[config.mk]
export PLATFORM = sky130hd
export DESIGN_NAME = apc_stream_ctrl_flat
export DESIGN_NICKNAME = d
export VERILOG_FILES = /design/src/rtl/apc_stream_ctrl_if.sv /design/src/rtl/apc_stream_ctrl.sv /design/src/flat_wrapper.sv
export SDC_FILE = /design/constraint.sdc
export NUM_CORES = 1
export LEC_CHECK = 0
export CAP_MARGIN = 20
export CORE_MARGIN = 1.5
export CORE_UTILIZATION = 54
export DETAILED_ROUTE_END_ITERATION = 16
export PLACE_DENSITY = 0.87
export SKIP_LAST_GASP = 1
export SLEW_MARGIN = 40
export SYNTH_ARGS = -nofsm -noshare
export SYNTH_HDL_FRONTEND = slang
export SYNTH_SLANG_ARGS = --single-unit
[constraint.sdc]
create_clock -name clk -period 3.65 [get_ports clk]
set_input_delay 0.73 -clock clk [delete_from_list [all_inputs] [get_ports clk]]
set_output_delay 0.73 -clock clk [all_outputs]
set_load 0.01 [all_outputs]
[src/rtl/apc_stream_ctrl_if.sv]
// Handshake/bus bundle between the APC run controller
// and the system control logic plus adder/SNG datapath.
interface apc_stream_ctrl_if #(
  parameter int LEN_W = 10
);
  logic             start;
  logic             abort;
  logic [LEN_W-1:0] len;
  logic             apc_out;
  logic             stream_en;
  logic [3:0]       rand_num;
  logic             busy;
  logic             done;
  logic [LEN_W-1:0] result;

  modport master (
    output start, abort, len, apc_out,
    input  stream_en, rand_num, busy, done, result
  );

  modport slave (
    input  start, abort, len, apc_out,
    output stream_en, rand_num, busy, done, result
  );
endinterface

[src/rtl/apc_stream_ctrl.sv]
// Run controller for the 16-input APC stochastic adder:
// LFSR comparison source, SNG strobe, latency-aligned ones count.
module apc_stream_ctrl #(
  parameter int         LEN_W = 10,
  parameter int         LAT   = 0,
  parameter logic [3:0] SEED  = 4'h1
) (
  input  logic clk,
  input  logic rst,
  apc_stream_ctrl_if.slave bus
);

  localparam logic [3:0] SEED_EFF =
    (SEED == 4'h0) ? 4'h1 : SEED;

  typedef enum logic [1:0] {
    IDLE,
    RUN,
    DRAIN,
    DONE
  } state_t;

  state_t           state;
  logic [LEN_W-1:0] rem;
  logic [LEN_W-1:0] acc;
  logic [LEN_W-1:0] acc_next;
  logic [LEN_W-1:0] result_q;
  logic [3:0]       lfsr;
  logic             stream_en_q;
  logic             busy_q;
  logic             done_q;
  logic             valid;
  logic             drain_last;
  logic             accept;

  assign accept = (state == IDLE) && bus.start
                  && !bus.abort;

  assign acc_next = acc
    + {{(LEN_W-1){1'b0}}, valid & bus.apc_out};

  generate
    if (LAT == 0) begin : g_nolat
      assign valid      = stream_en_q;
      assign drain_last = 1'b1;
    end else begin : g_lat
      logic [LAT-1:0] vpipe;
      logic [LAT-1:0] vshift;

      assign vshift     = vpipe << 1;
      assign valid      = vpipe[LAT-1];
      assign drain_last = (vshift == '0);

      // Delay stream_en to line up with the adder's output bit
      always_ff @(posedge clk or posedge rst) begin
        if (rst) begin
          vpipe <= '0;
        end else if (bus.abort || accept) begin
          vpipe <= '0;
        end else begin
          vpipe <= vshift | LAT'(stream_en_q);
        end
      end
    end
  endgenerate

  // Run FSM with counter, LFSR, accumulator and registered outputs
  always_ff @(posedge clk or posedge rst) begin
    if (rst) begin
      state       <= IDLE;
      rem         <= '0;
      acc         <= '0;
      lfsr        <= SEED_EFF;
      stream_en_q <= 1'b0;
      busy_q      <= 1'b0;
      done_q      <= 1'b0;
      result_q    <= '0;
    end else begin
      acc    <= acc_next;
      done_q <= 1'b0;
      if (bus.abort) begin
        state       <= IDLE;
        stream_en_q <= 1'b0;
        busy_q      <= 1'b0;
      end else begin
        unique case (state)
          IDLE: begin
            if (bus.start) begin
              rem    <= bus.len;
              acc    <= '0;
              lfsr   <= SEED_EFF;
              busy_q <= 1'b1;
              if (bus.len != '0) begin
                state       <= RUN;
                stream_en_q <= 1'b1;
              end else begin
                state    <= DONE;
                done_q   <= 1'b1;
                result_q <= '0;
              end
            end
          end
          RUN: begin
            lfsr <= {lfsr[2:0], lfsr[3] ^ lfsr[2]};
            if (rem > LEN_W'(1)) begin
              rem <= rem - LEN_W'(1);
            end else begin
              stream_en_q <= 1'b0;
              if (LAT > 0) begin
                state <= DRAIN;
              end else begin
                state    <= DONE;
                done_q   <= 1'b1;
                result_q <= acc_next;
              end
            end
          end
          DRAIN: begin
            if (drain_last) begin
              state    <= DONE;
              done_q   <= 1'b1;
              result_q <= acc_next;
            end
          end
          DONE: begin
            state  <= IDLE;
            busy_q <= 1'b0;
          end
          default: begin
            state <= IDLE;
          end
        endcase
      end
    end
  end

  assign bus.stream_en = stream_en_q;
  assign bus.rand_num  = lfsr;
  assign bus.busy      = busy_q;
  assign bus.done      = done_q;
  assign bus.result    = result_q;

endmodule
[src/flat_wrapper.sv]
// flat-port wrapper written by rule: the top's interface ports become plain ports
module apc_stream_ctrl_flat 
#(
  parameter int         LEN_W = 10,
  parameter int         LAT   = 0,
  parameter logic [3:0] SEED  = 4'h1
)
  (clk, rst, bus_start, bus_abort, bus_len, bus_apc_out, bus_stream_en, bus_rand_num, bus_busy, bus_done, bus_result);
  apc_stream_ctrl_if #(.LEN_W(LEN_W)) bus_i ();
  input  logic clk;
  input  logic rst;
  input wire logic [$bits(bus_i.start)-1:0] bus_start;
  input wire logic [$bits(bus_i.abort)-1:0] bus_abort;
  input wire logic [$bits(bus_i.len)-1:0] bus_len;
  input wire logic [$bits(bus_i.apc_out)-1:0] bus_apc_out;
  output wire logic [$bits(bus_i.stream_en)-1:0] bus_stream_en;
  output wire logic [$bits(bus_i.rand_num)-1:0] bus_rand_num;
  output wire logic [$bits(bus_i.busy)-1:0] bus_busy;
  output wire logic [$bits(bus_i.done)-1:0] bus_done;
  output wire logic [$bits(bus_i.result)-1:0] bus_result;
  assign bus_i.start = bus_start;
  assign bus_i.abort = bus_abort;
  assign bus_i.len = bus_len;
  assign bus_i.apc_out = bus_apc_out;
  assign bus_stream_en = bus_i.stream_en;
  assign bus_rand_num = bus_i.rand_num;
  assign bus_busy = bus_i.busy;
  assign bus_done = bus_i.done;
  assign bus_result = bus_i.result;
  apc_stream_ctrl #(.LEN_W(LEN_W), .LAT(LAT), .SEED(SEED)) u_core (.clk(clk), .rst(rst), .bus(bus_i));
endmodule
# Word level (Yosys, flattened, before mapping)
# Cells that the tools add are included.
# op_classes
add_sub_neg,2
magnitude_cmp,1
n_eq_ne,10
mux,30
bitwise_logic,3
reduce_logical,12
# ops
operator,n
10-bit two-way mux,8
10-bit case mux with 3 select lines,1
10-bit case mux with 2 select lines,1
10-bit by 1-bit adder with 10-bit output,1
10-bit by 1-bit > comparator with 1-bit output (second input constant),1
1-bit two-way mux,10
10-bit nonzero test,1
10-bit by 1-bit subtractor with 10-bit output (second input constant),1
3-bit inequality test (second input constant),3
3-bit nonzero test,3
2-bit two-way mux,4
2-bit case mux with 4 select lines,1
4-bit case mux with 2 select lines,1
4-bit AND reduction,2
2-bit inequality test (second input constant),3
5-bit AND reduction,1
2-bit == test (second input constant),2
4-bit two-way mux,1
1-bit case mux with 2 select lines,2
2-bit AND reduction,2
1-bit case mux with 3 select lines,1
3-bit AND reduction,1
2-bit by 1-bit == test with 1-bit output (second input constant),1
2-bit logical NOT,1
5 further kinds,5
# totals
register_bits,39
inputBits,15
wordCells,66

# Depth between registers and ports, before layout
# depth
ltp_word,5
mapped_depth,8
depth_no_buf,7

# Least setup slack after synthesis
# OpenSTA, ideal clock, no wires.
# synth_timing
kind,flip-flop to flip-flop
from,register u_core.rem[4]
to,register u_core.result_q[2] (netlist: u_core.bus.result[2])
arrival_ps,2149
setup_slack_ps,1376
stages_incl_launch_ff,8
n_path_buf,3
period_less_slack_ps,2274
path_cell_list,dfrtp_1 buf_6 or4_1 buf_2 o41ai_4 o2111ai_1 buf_6 mux2_4
# synth_between
elab_chain_len,3
# synth_lines
element,line_no,text
start: declaration,apc_stream_ctrl.sv:24,logic [LEN_W-1:0] rem;
start signal: assignment,apc_stream_ctrl.sv:89,rem <= bus.len;
start signal: assignment,apc_stream_ctrl.sv:106,rem <= rem - LEN_W'(1);
10-bit by 1-bit > comparator with 1-bit output,apc_stream_ctrl.sv:105,if (rem > LEN_W'(1)) begin
2-bit inequality test (no line),n/a,
5-bit AND reduction (no line),n/a,
end signal: assignment,apc_stream_ctrl.sv:114,result_q <= acc_next;
end signal: assignment,apc_stream_ctrl.sv:122,result_q <= acc_next;
end: declaration,apc_stream_ctrl.sv:27,logic [LEN_W-1:0] result_q;
# Every way passes these cells.
# A chain may end at the register's enable or synchronous reset.

# Final worst setup path
# layout_timing
from,input port bus_len[4]
to,register u_core.result_q[2] (netlist: u_core.bus.result[2])
# layout_between
elab_chain_len,3
# layout_lines
element,line_no,text
start: declaration,flat_wrapper.sv:14,input wire logic [$bits(bus_i.len)-1:0] bus_len;
10-bit nonzero test,apc_stream_ctrl.sv:93,if (bus.len != '0) begin
2-bit inequality test (no line),n/a,
5-bit AND reduction (no line),n/a,
# Every way passes these cells.

==> flow_summary.yaml <==
routing:
  wl_per_cell_um: 15.8
  via_per_inst: 5.92
  final_antenna_net_count: 0
  via_count: 1822
  drc: 0
  drt_iter0_markers: 116
  first_pass_iters: 5
  drt_wl_total_um: 4860
synth:
  synth_edf_count: 0
  syn_nets: 252
  synth_commonest_cells: "dfrtp_1, nor2_1, nand2_1, inv_1, o21ai_0"
  synth.distinct_cells: 51
  synth.avg_cell_area_sq_um: 9.93
  synth_top_area_cell: "dfrtp_1"
  synth_most_common_cell: "dfrtp_1"
  syn_area_sq_mm: 0.00226
  yosys-top-cells-area: "dfrtp_1, ha_1, mux2i_1, o22a_1, nor2_1"
  netlist_instances: 228
  synth_warnings: 0
  synth_flop_cell: "dfrtp_1"
  synth_top_area_share_pct: 42.0
  ys_async_sr_fraction_pct: 100
  ys_seq_area_share_pct: 43.2
  ys_seq_elements: 39
cells_and_area:
  seq_area_sq_um: 977
  finish.utilization_pct: 67.3
  nets: 281
  drive_gt1_share_pct: 8.14
  multiInputGateArea_sq_mm: 0.00117
  stdcell_count: 308
  n_fill_cell: 328
  diodes: 0
  syn_to_final_growth_pct: 19.7
global_route:
  grt_pass1_vias: 1637
  antenna_found_initial: 0
  grt.overflow.total: 0
  groute.usage.overall_pct: 22.8
  grt_max_degree: 40
  grt_pass1_wl_um: 7740
placed_design:
  io_buffers: 31
  dp_hpwl_um: 3420
  dp.cells: 300
  gp_congestion: 0.814
clocking:
  hold_buffers: 0
  worstSkewPairLatency_ns: 0.30
  cts_resized: 0
  cts-htree-levels: 2
  clock_sinks: 39
  path_clk_slew_ns: 0.08
  cts_buffers: 5
  clockRootBuffer: "clkbuf_8"
  cts_max_path_buffers: 2
  cts_tree: "done"
  post-cts-setup-buffers: 0
timing:
  finalHoldViolations: 0
  rsz0062_at_grt: "false"
  period_share_pct: 68.1
  tns_ns: 0
  fin_skew_ns: 0.0118
  tightest_slew_ns: 0.620
  fmax_ghz: 0.403
  relSlewSlack_pct: 58.3
  slew_viol_final: 0
  period_needed_ns: 2.48
  finalSetupViolations: 0
power_and_ir_drop:
  vdd.ir_drop.worst_mv: 0.413
  p_per_area_mw_per_mm2: 671
  leakage_uw: 0.00117
worst_hold_path:
  hold-path-endpoint: "u_core.rem[9]"
  hold_path_class: "flop to flop"
  whs_path_depth: 2
  min_from: "u_core.rem[9]"
die:
  initial_utilization_pct: 56.2
  dieArea_sq_mm: 0.00459
  die_y_um: 67.7
  design.core.area_sq_mm: 0.00403
  ios: 32
  die_w_um: 67.7
  rows: 23
worst_setup_path:
  cp-startpoint: "bus_len[4]"
  path_class: "input pin to flop"
  reg2regPathDepth: 5
  cp-end-kind: "flop"
  cp-start-kind: "input pin"
  r2r-end: "u_core.bus.result[2]"
  worstPathRequired_ns: 3.85
  crit_arrival_ns: 2.68
  rrSetupSlack_ns: 1.20
  worstPathMaxFanout: 10
  r2r-start: "u_core.rem[4]"
run:
  maxCapViolCount: 0
outcome:
  status: "finished clean"
==> where the power goes <==
group | switching (uW) | internal (uW)
clock network | 168 | 204
registers | 114 | 551
logic | 432 | 351
total | 714 | 1110
==> cell type report <==
type | count | share of cell area [%]
clock inverters | 3 | 1.62
inverters | 14 | 1.94
clock buffers | 5 | 2.54
repair buffers | 34 | 12.3
flip-flops and latches | 39 | 36.1
well taps | 50 | 2.31
multi-input cells | 163 | 43.3
==> registers in the layout, indices dropped and copies added, names as in the netlist <==
signal,cells
u_core.bus.stream_en,1
u_core.bus.busy,1
u_core.bus.result,10
u_core.bus.done,1
u_core.bus.rand_num,4
u_core.rem,10
u_core.state,2
u_core.acc,10
==> cells by family (layout without fill, tap and decap cells) <==
| family | Yosys count | count (layout) | synth area share [%] |
|---|---|---|---|
| flip-flops | 39 | 39 | 43.2 |
| AND/OR/NAND/NOR | 76 | 76 | 18.2 |
| buffers and inverters | 26 | 56 | 5.03 |
| XOR/XNOR | 5 | 5 | 1.94 |
| AO/OA/AOI/OAI | 60 | 60 | 20.0 |
| multiplexers | 13 | 13 | 6.69 |
| adder cells (fa/ha/maj) | 9 | 9 | 4.98 |
==> per-layer routing <==
metal  wire [um]  track usage, %  vias up
li1            -               -      895
met1        2320            32.2      872
met2        2230            34.2       48
met3         255            5.00        7
met4          63            8.16        0
met5           0               0        -
==> metrics by stage <==
step                total power [uW]  setup slack (ns)  hold slack [ns]  cell area (sq um)
finish                          1820              1.17            0.517               2710
global route                    1940              1.03            0.538               2710
CTS                             1830              1.22            0.521               2710
detailed placement              1450             0.890            0.496               2600
global placement                1420             0.964            0.483               2600
floorplan                       1230              1.38            0.461               2260
==> worst max-delay path by stage <==
stage / slack [ns] / end / depth (start not counted)
4_1_cts: 1.22 / u_core.bus.result[9] / 5
5_1_grt: 1.03 / u_core.bus.result[4] / 6
2_1_floorplan: 1.38 / u_core.bus.result[2] / 7
3_5_place_dp: 0.89 / u_core.bus.result[9] / 6
3_3_place_gp: 0.96 / u_core.bus.result[9] / 6
6_report: 1.17 / u_core.bus.result[2] / 6
==> placed cells by master, fill, tap and decap left out, types with 2 or more instances in the layout <==
| master | netlist | final |
|---|---|---|
| dfrtp_1 | 38 | 38 |
| clkdlybuf4s50_1 | 0 | 31 |
| nor2_1 | 18 | 18 |
| nand2_1 | 14 | 14 |
| inv_1 | 13 | 13 |
| o21ai_0 | 10 | 10 |
| a21oi_1 | 9 | 9 |
| ha_1 | 9 | 9 |
| o22a_1 | 8 | 8 |
| mux2i_1 | 8 | 8 |
| nor2b_1 | 7 | 7 |
| nand2b_1 | 6 | 6 |
| a211oi_1 | 5 | 5 |
| nor4_1 | 5 | 5 |
| nand3_1 | 5 | 5 |
| clkbuf_8 | 0 | 5 |
| a2bb2oi_1 | 4 | 4 |
| mux2_4 | 4 | 4 |
| a21o_1 | 3 | 3 |
| nor3_1 | 3 | 3 |
| a31oi_1 | 3 | 3 |
| nor3b_1 | 3 | 3 |
| o21a_1 | 3 | 3 |
| nand4_1 | 3 | 3 |
| and3_1 | 3 | 3 |
| xnor2_1 | 3 | 3 |
| buf_4 | 0 | 3 |
| or2_2 | 2 | 2 |
| or4_1 | 2 | 2 |
| o31a_1 | 2 | 2 |
| xor2_1 | 2 | 2 |
| a311oi_1 | 2 | 2 |
==> worst max-delay path, stage by stage <==
cell	delay [ns]
clkdlybuf4s50_1	0.42
nor4_1	0.58
and3_1	0.30
o2111ai_1	0.11
buf_4	0.23
mux2_4	0.31
No activity file was read; power rests on OpenSTA's default activity.
